[config.mk]
export PLATFORM = sky130hd
export DESIGN_NAME = xnor_popcount_acc
export DESIGN_NICKNAME = d
export VERILOG_FILES = /design/src/rtl/xnor_popcount_acc.sv
export SDC_FILE = /design/constraint.sdc
export NUM_CORES = 1
export LEC_CHECK = 0
export ABC_AREA = 0
export BUFFER_PORTS_ARGS = -buffer_cell sky130_fd_sc_hd__buf_2
export CORE_ASPECT_RATIO = 1.75
export CORE_MARGIN = 8
export CORE_UTILIZATION = 60
export CTS_BUF_LIST = sky130_fd_sc_hd__clkbuf_16
export CTS_CLUSTER_SIZE = 14
export DETAILED_ROUTE_END_ITERATION = 10
export PLACE_DENSITY = 0.87
export SLEW_MARGIN = 30
export SYNTH_ARGS = -nofsm -noshare
export SYNTH_HDL_FRONTEND = slang
export SYNTH_SLANG_ARGS = --single-unit
export TNS_END_PERCENT = 30
[constraint.sdc]
create_clock -name clk -period 6 [get_ports clk]
set_input_delay 0.3 -clock clk [delete_from_list [all_inputs] [get_ports clk]]
set_output_delay 0.3 -clock clk [all_outputs]
set_load 0.02 [all_outputs]
[src/rtl/xnor_popcount_acc.sv]
`default_nettype none
// ============================================================================
//  Module   : xnor_popcount_acc
//  Purpose  : Final-layer BNN stage. XNORs each CHUNK_W-bit activation beat
//             against the weights of 10 output neurons and accumulates a
//             per-neuron popcount over N_BEATS beats. All 10 counts are
//             presented together with a one-cycle valid pulse.
//  Options  : XNOR_POPCOUNT_CLEAR_OUT_EN - when defined, popcount outputs
//             read zero in every cycle where valid_out is low.
//  Revision : 1.0 - initial release
// ============================================================================
module xnor_popcount_acc #(
   parameter int CHUNK_W = 16,
   parameter int N_BEATS = 25,
   parameter int CNT_W   = 9
) (
   input  logic                    clk,
   input  logic                    rst_n,
   input  logic                    valid_in,
   input  logic                    sof_in,
   input  logic [CHUNK_W-1:0]      act_in,
   input  logic [10*CHUNK_W-1:0]   weight_in,
   output logic [CNT_W-1:0]        popcount_out_1,
   output logic [CNT_W-1:0]        popcount_out_2,
   output logic [CNT_W-1:0]        popcount_out_3,
   output logic [CNT_W-1:0]        popcount_out_4,
   output logic [CNT_W-1:0]        popcount_out_5,
   output logic [CNT_W-1:0]        popcount_out_6,
   output logic [CNT_W-1:0]        popcount_out_7,
   output logic [CNT_W-1:0]        popcount_out_8,
   output logic [CNT_W-1:0]        popcount_out_9,
   output logic [CNT_W-1:0]        popcount_out_10,
   output logic                    valid_out,
   output logic                    frame_err,
   output logic                    busy
);

   localparam int N_NEUR = 10;
   // Beat counter only ever holds 0..N_BEATS-1
   localparam int BEAT_W = (N_BEATS > 1) ? $clog2(N_BEATS) : 1;

   typedef enum logic [0:0] {
      IDLE  = 1'b0,
      ACCUM = 1'b1
   } state_t;

   state_t               state_q, state_d;
   logic [BEAT_W-1:0]    beat_cnt_q, beat_cnt_d;
   logic [CNT_W-1:0]     acc_q [N_NEUR];
   logic [CNT_W-1:0]     acc_d [N_NEUR];
   logic [CNT_W-1:0]     pop_q [N_NEUR];
   logic [CNT_W-1:0]     pop_d [N_NEUR];
   logic                 valid_q, valid_d;
   logic                 err_q, err_d;

   logic [CNT_W-1:0]     w_sum [N_NEUR];
   logic [CNT_W-1:0]     w_pop_vis [N_NEUR];
   logic                 w_take;
   logic                 w_last;

   for (genvar k = 0; k < N_NEUR; k++) begin : g_neuron
      logic [CHUNK_W-1:0] w_match;
      logic [CNT_W-1:0]   w_cnt;

      assign w_match = ~(act_in ^ weight_in[k*CHUNK_W +: CHUNK_W]);

      // Count bit positions where activation and neuron weight agree
      always_comb begin
         w_cnt = '0;
         for (int b = 0; b < CHUNK_W; b++) begin
            w_cnt = w_cnt + CNT_W'(w_match[b]);
         end
      end

      // A sof beat starts a fresh frame, so it never adds onto an old partial sum
      assign w_sum[k] = (sof_in ? '0 : acc_q[k]) + w_cnt;
   end

   // A beat is consumed if it opens a frame or continues one in progress;
   // a stray non-sof beat in IDLE is dropped.
   assign w_take = valid_in && (sof_in || (state_q == ACCUM));
   // A sof beat is beat 1 of its frame, so it is only the last one for 1-beat frames
   assign w_last = sof_in ? (N_BEATS == 1) : (beat_cnt_q == BEAT_W'(N_BEATS - 1));

   // Next-state: framing, accumulation and completion decisions
   always_comb begin
      state_d    = state_q;
      beat_cnt_d = beat_cnt_q;
      acc_d      = acc_q;
      pop_d      = pop_q;
      valid_d    = 1'b0;
      // Stray beat in IDLE or a resync sof in the middle of a frame
      err_d      = valid_in && (sof_in ? (state_q == ACCUM) : (state_q == IDLE));
      if (w_take) begin
         if (w_last) begin
            pop_d      = w_sum;
            valid_d    = 1'b1;
            acc_d      = '{default: '0};
            beat_cnt_d = '0;
            state_d    = IDLE;
         end else begin
            acc_d      = w_sum;
            beat_cnt_d = sof_in ? BEAT_W'(1) : (beat_cnt_q + BEAT_W'(1));
            state_d    = ACCUM;
         end
      end
   end

   // State, accumulators and registered outputs
   always_ff @(posedge clk or negedge rst_n) begin
      if (!rst_n) begin
         state_q    <= IDLE;
         beat_cnt_q <= '0;
         valid_q    <= 1'b0;
         err_q      <= 1'b0;
         for (int k = 0; k < N_NEUR; k++) begin
            acc_q[k] <= '0;
            pop_q[k] <= '0;
         end
      end else begin
         state_q    <= state_d;
         beat_cnt_q <= beat_cnt_d;
         valid_q    <= valid_d;
         err_q      <= err_d;
         for (int k = 0; k < N_NEUR; k++) begin
            acc_q[k] <= acc_d[k];
            pop_q[k] <= pop_d[k];
         end
      end
   end

`ifdef XNOR_POPCOUNT_CLEAR_OUT_EN
   // Counts are only visible during the valid pulse, zero otherwise
   for (genvar k = 0; k < N_NEUR; k++) begin : g_out_clear
      assign w_pop_vis[k] = valid_q ? pop_q[k] : '0;
   end
`else
   // Counts hold the last completed frame until the next completion
   for (genvar k = 0; k < N_NEUR; k++) begin : g_out_hold
      assign w_pop_vis[k] = pop_q[k];
   end
`endif

   assign popcount_out_1  = w_pop_vis[0];
   assign popcount_out_2  = w_pop_vis[1];
   assign popcount_out_3  = w_pop_vis[2];
   assign popcount_out_4  = w_pop_vis[3];
   assign popcount_out_5  = w_pop_vis[4];
   assign popcount_out_6  = w_pop_vis[5];
   assign popcount_out_7  = w_pop_vis[6];
   assign popcount_out_8  = w_pop_vis[7];
   assign popcount_out_9  = w_pop_vis[8];
   assign popcount_out_10 = w_pop_vis[9];
   assign valid_out       = valid_q;
   assign frame_err       = err_q;
   assign busy            = (state_q == ACCUM);

endmodule
`default_nettype wire
==> key figures <==
Power and ir drop
  • Sw Ratio: 47.2%
  • Static Leakage: 8.71 nW
  • Pint: 0.00487 W
  • VDD IR max: 319 uV
  • Net Sw Power: 0.00436 W
  • Power, Total: 0.00923 W
  • Share of total power in sequential cells: 19.3%
  • Pwr Density: 534 mW/mm2
  • Part of the power in combinational logic: 67.2%
  • Clock share of power: 13.4%

Setup path
  • Critical path arrival: 4.96 ns
  • Worst-path maximum fanout: 10
  • Worst Path Required: 6.33 ns
  • Startpoint Class: input pin
  • Crit path kind: input pin to flip-flop
  • CP endpoint kind: flip-flop

Worst hold path
  • Hold Path Class: input pin to flip-flop

STA
  • Clk_skew: 0.0105 ns
  • Part of the cycle the worst path needs: 77.1%
  • Fmax achieved: 216 MHz
  • Worst-margin pin slew: 0.839 ns
  • Setup-failing EPs final: 0
  • Final Slew Violations: 0
  • Final hold violation count: 0
  • Minimum clock period: 4.63 ns
  • Rel. slew slack: 44.1%
  • Setup TNS: 0 ns
  • RSZ-0062 raised after global routing: no

CTS
  • Max Root-Sink Buffers: 2
  • CTS tree: yes
  • Clock sinks: 188
  • H-tree Lvls: 4
  • Clk slew on worst S/H paths: 0.07 ns
  • Clock root buffer: clkbuf_16
  • Postcts setup bufs: 0
  • Inserted Clock Buffers: 17
  • Skew-Pair Late Insertion Delay: 0.47 ns

Detailed routing
  • Wirelength, routed: 45,100 um
  • Drt wl/cell: 20.9 um
  • DR vias: 12.5k
  • Residual DRC: 0
  • Pre-Repair DR Iteration Count: 6
  • Vias per inst: 5.80
  • Drt initial violations: 935
  • Post-route ant nets: 0

Job
  • Max-cap violations: 0

Logic synthesis
  • EDFF count, synth: 0
  • Asr flop ratio synth: 100%
  • Mapped Avg Cell Area: 9.38 um2
  • Ys Warns: 0
  • Syn nets: 1,984
  • Most used flip-flop cell after synthesis: dfrtp_1
  • Register area share after synthesis: 31.3%
  • Flops & latches, synth: 188
  • Mapped cell area: 0.0150 mm2
  • Netlist cell types: 47
  • Syn Inst Count: 1,601

Global routing
  • Vias in the first global route: 13.5k
  • Initial antenna violation count: 0
  • First-pass GRT wire length: 70,300 um
  • Overall routing resource usage: 30.2%
  • Largest net degree at the start of global routing: 117
  • Global route total overflow: 0

Cells and area
  • Share of layout cells above drive strength 1: 18.0%
  • Register area: 0.00470 mm2
  • Final nets: 2,213
  • Layout area overhead: 15.1%
  • FILL cells: 1,901
  • N_diodes: 0
  • Area of the multi-input gates: 0.00936 mm2
  • Cell Count, Final, Fillers Out: 2,155

Floorplan
  • Top Ports: 273
  • Die Span Y: 225 um
  • Die X: 136 um
  • Core ar.: 0.0246 mm2
  • Die footprint: 0.0305 mm2
  • Starting Density: 61.0%
  • Rows: 76

Status
  • Run status: completed

Place
  • PortBufs: 272
  • Detailed placement HPWL: 33,700 um
  • Placed insts: 2,121
  • Routability congestion estimate from global placement: 0.938
[kinds of logic after synthesis]
kind of cell,after synthesis,synth area share [%]
DFF,188,31.3
xor gates and xnor gates,221,12.9
and+or+nand+nor,412,12.7
AOI/OAI and AO/OA,316,13.0
muxes,9,0.633
adders and majority gates,203,22.9
buffers and inverters,252,6.58
[power groups by stage]
stage / clock, W / sequential, W / combinational [W]
after floorplan: 0 / 0.00188 / 0.00431
after global placement: 0 / 0.00179 / 0.00582
after detailed placement: 0 / 0.00180 / 0.00603
after CTS: 0.00124 / 0.00178 / 0.00614
after global routing: 0.00128 / 0.00182 / 0.00693
final: 0.00124 / 0.00179 / 0.00621
[stage by stage]
step	hold slack, ns	instance area (um2)	setup WS (ns)	util, %
3_5_place_dp	0.459	16600	0.960	67.5
3_3_place_gp	0.453	16600	1.07	67.2
4_1_cts	0.00765	17200	1.39	70.0
6_report	0.139	17300	1.37	70.2
5_1_grt	0.129	17300	1.03	70.2
2_1_floorplan	0.00441	15000	1.14	-
[synthesized netlist by cell type (3+ instances only)]
library cell,count,area (um2)
nand2_1,257,965
dfrtp_1,188,4700
inv_1,177,664
o21ai_0,141,706
xnor2_1,126,1100
fa_1,120,2400
xor2_1,95,832
ha_1,83,1040
nor2b_1,64,400
clkbuf_1,43,161
a21oi_1,40,200
o31ai_1,26,195
buf_2,24,120
nor2_1,24,90.1
a211oi_1,18,135
a21o_1,17,128
a22o_1,16,140
o21bai_1,15,113
or3_1,14,87.6
o211ai_1,13,97.6
nand3_1,12,60.1
or4_1,12,90.1
and2_1,8,50.1
a31oi_1,7,43.8
o21a_1,7,52.6
nand4_1,6,37.5
o2111ai_1,6,52.6
buf_1,5,18.8
mux2i_1,5,50.1
nor3_1,5,25.0
mux2_2,4,45.0
buf_4,3,22.5
[layout by cell type (no fill, tap or decap), types with 12 or more instances in the layout]
master,netlist,layout
a21o_1,17,17
a22o_1,16,16
o211ai_1,13,13
o31ai_1,26,26
o21ai_0,141,141
buf_2,24,270
or4_1,12,12
o21bai_1,15,15
nand2_1,257,257
or3_1,14,14
ha_1,83,83
dfrtp_1,188,188
nor2_1,24,23
fa_1,120,120
xnor2_1,126,126
xor2_1,95,95
nor2b_1,64,63
nand3_1,12,12
a211oi_1,18,18
clkbuf_16,0,17
inv_1,177,178
a21oi_1,40,40
[worst max-delay path, cell delays in order]
cell and delay, ns:
buf_2 0.37, xor2_1 0.23, fa_1 0.47, fa_1 0.52
fa_1 0.56, inv_1 0.07, fa_1 0.52, fa_1 0.49
fa_1 0.45, a211oi_1 0.27, nor2_1 0.12, o2111ai_1 0.28
xor2_1 0.23, o31ai_1 0.08
[what timing repair did]
item	in CTS	in global routing
hold endpoints to repair	0	31
resized for setup	0	0
hold buffers	0	1
[path summary, 6_finish.rpt]
path	start	endpoint	slack, ns	cells after the start
hold reg to reg	acc_q[47]$_DFFE_PN0P_	acc_q[47]$_DFFE_PN0P_	0.47	2
hold / removal	valid_in	frame_err$_DFF_PN0_	0.14	2
setup / recovery	act_in[1]	popcount_out_3[8]$_DFFE_PN0P_	1.37	14
min in group asynchronous	rst_n	popcount_out_3[2]$_DFFE_PN0P_	0.29	2
setup reg to reg	acc_q[63]$_DFFE_PN0P_	popcount_out_3[8]$_DFFE_PN0P_	1.84	12
max in group asynchronous	rst_n	acc_q[20]$_DFFE_PN0P_	4.25	4
[registers in the layout, indices dropped and copies added, names as in the netlist]
register,count
acc_q,90
popcount_out_10,9
popcount_out_1,9
popcount_out_2,9
popcount_out_3,9
popcount_out_4,9
popcount_out_5,9
popcount_out_6,9
popcount_out_7,9
popcount_out_8,9
popcount_out_9,9
beat_cnt_q,5
busy,1
frame_err,1
valid_out,1
[layout make-up]
class,count,area share (%)
Clock inverter,15,1.13
Tap cell,312,2.26
Multi-Input combinational cell,1161,54.1
Clock buffer,17,2.46
Timing Repair Buffer,285,8.97
Inverter,177,3.84
Sequential cell,188,27.2
[layer usage]
| layer | vias to the layer above | wire length, um | global-route usage (%) |
|---|---|---|---|
| li1 | 5666 | - | - |
| met1 | 6111 | 16500 | 34.2 |
| met2 | 545 | 22800 | 50.4 |
| met3 | 174 | 2630 | 5.54 |
| met4 | 0 | 3140 | 20.8 |
| met5 | - | 0 | 0 |
Note: power is estimated with default switching activity, not from simulation.
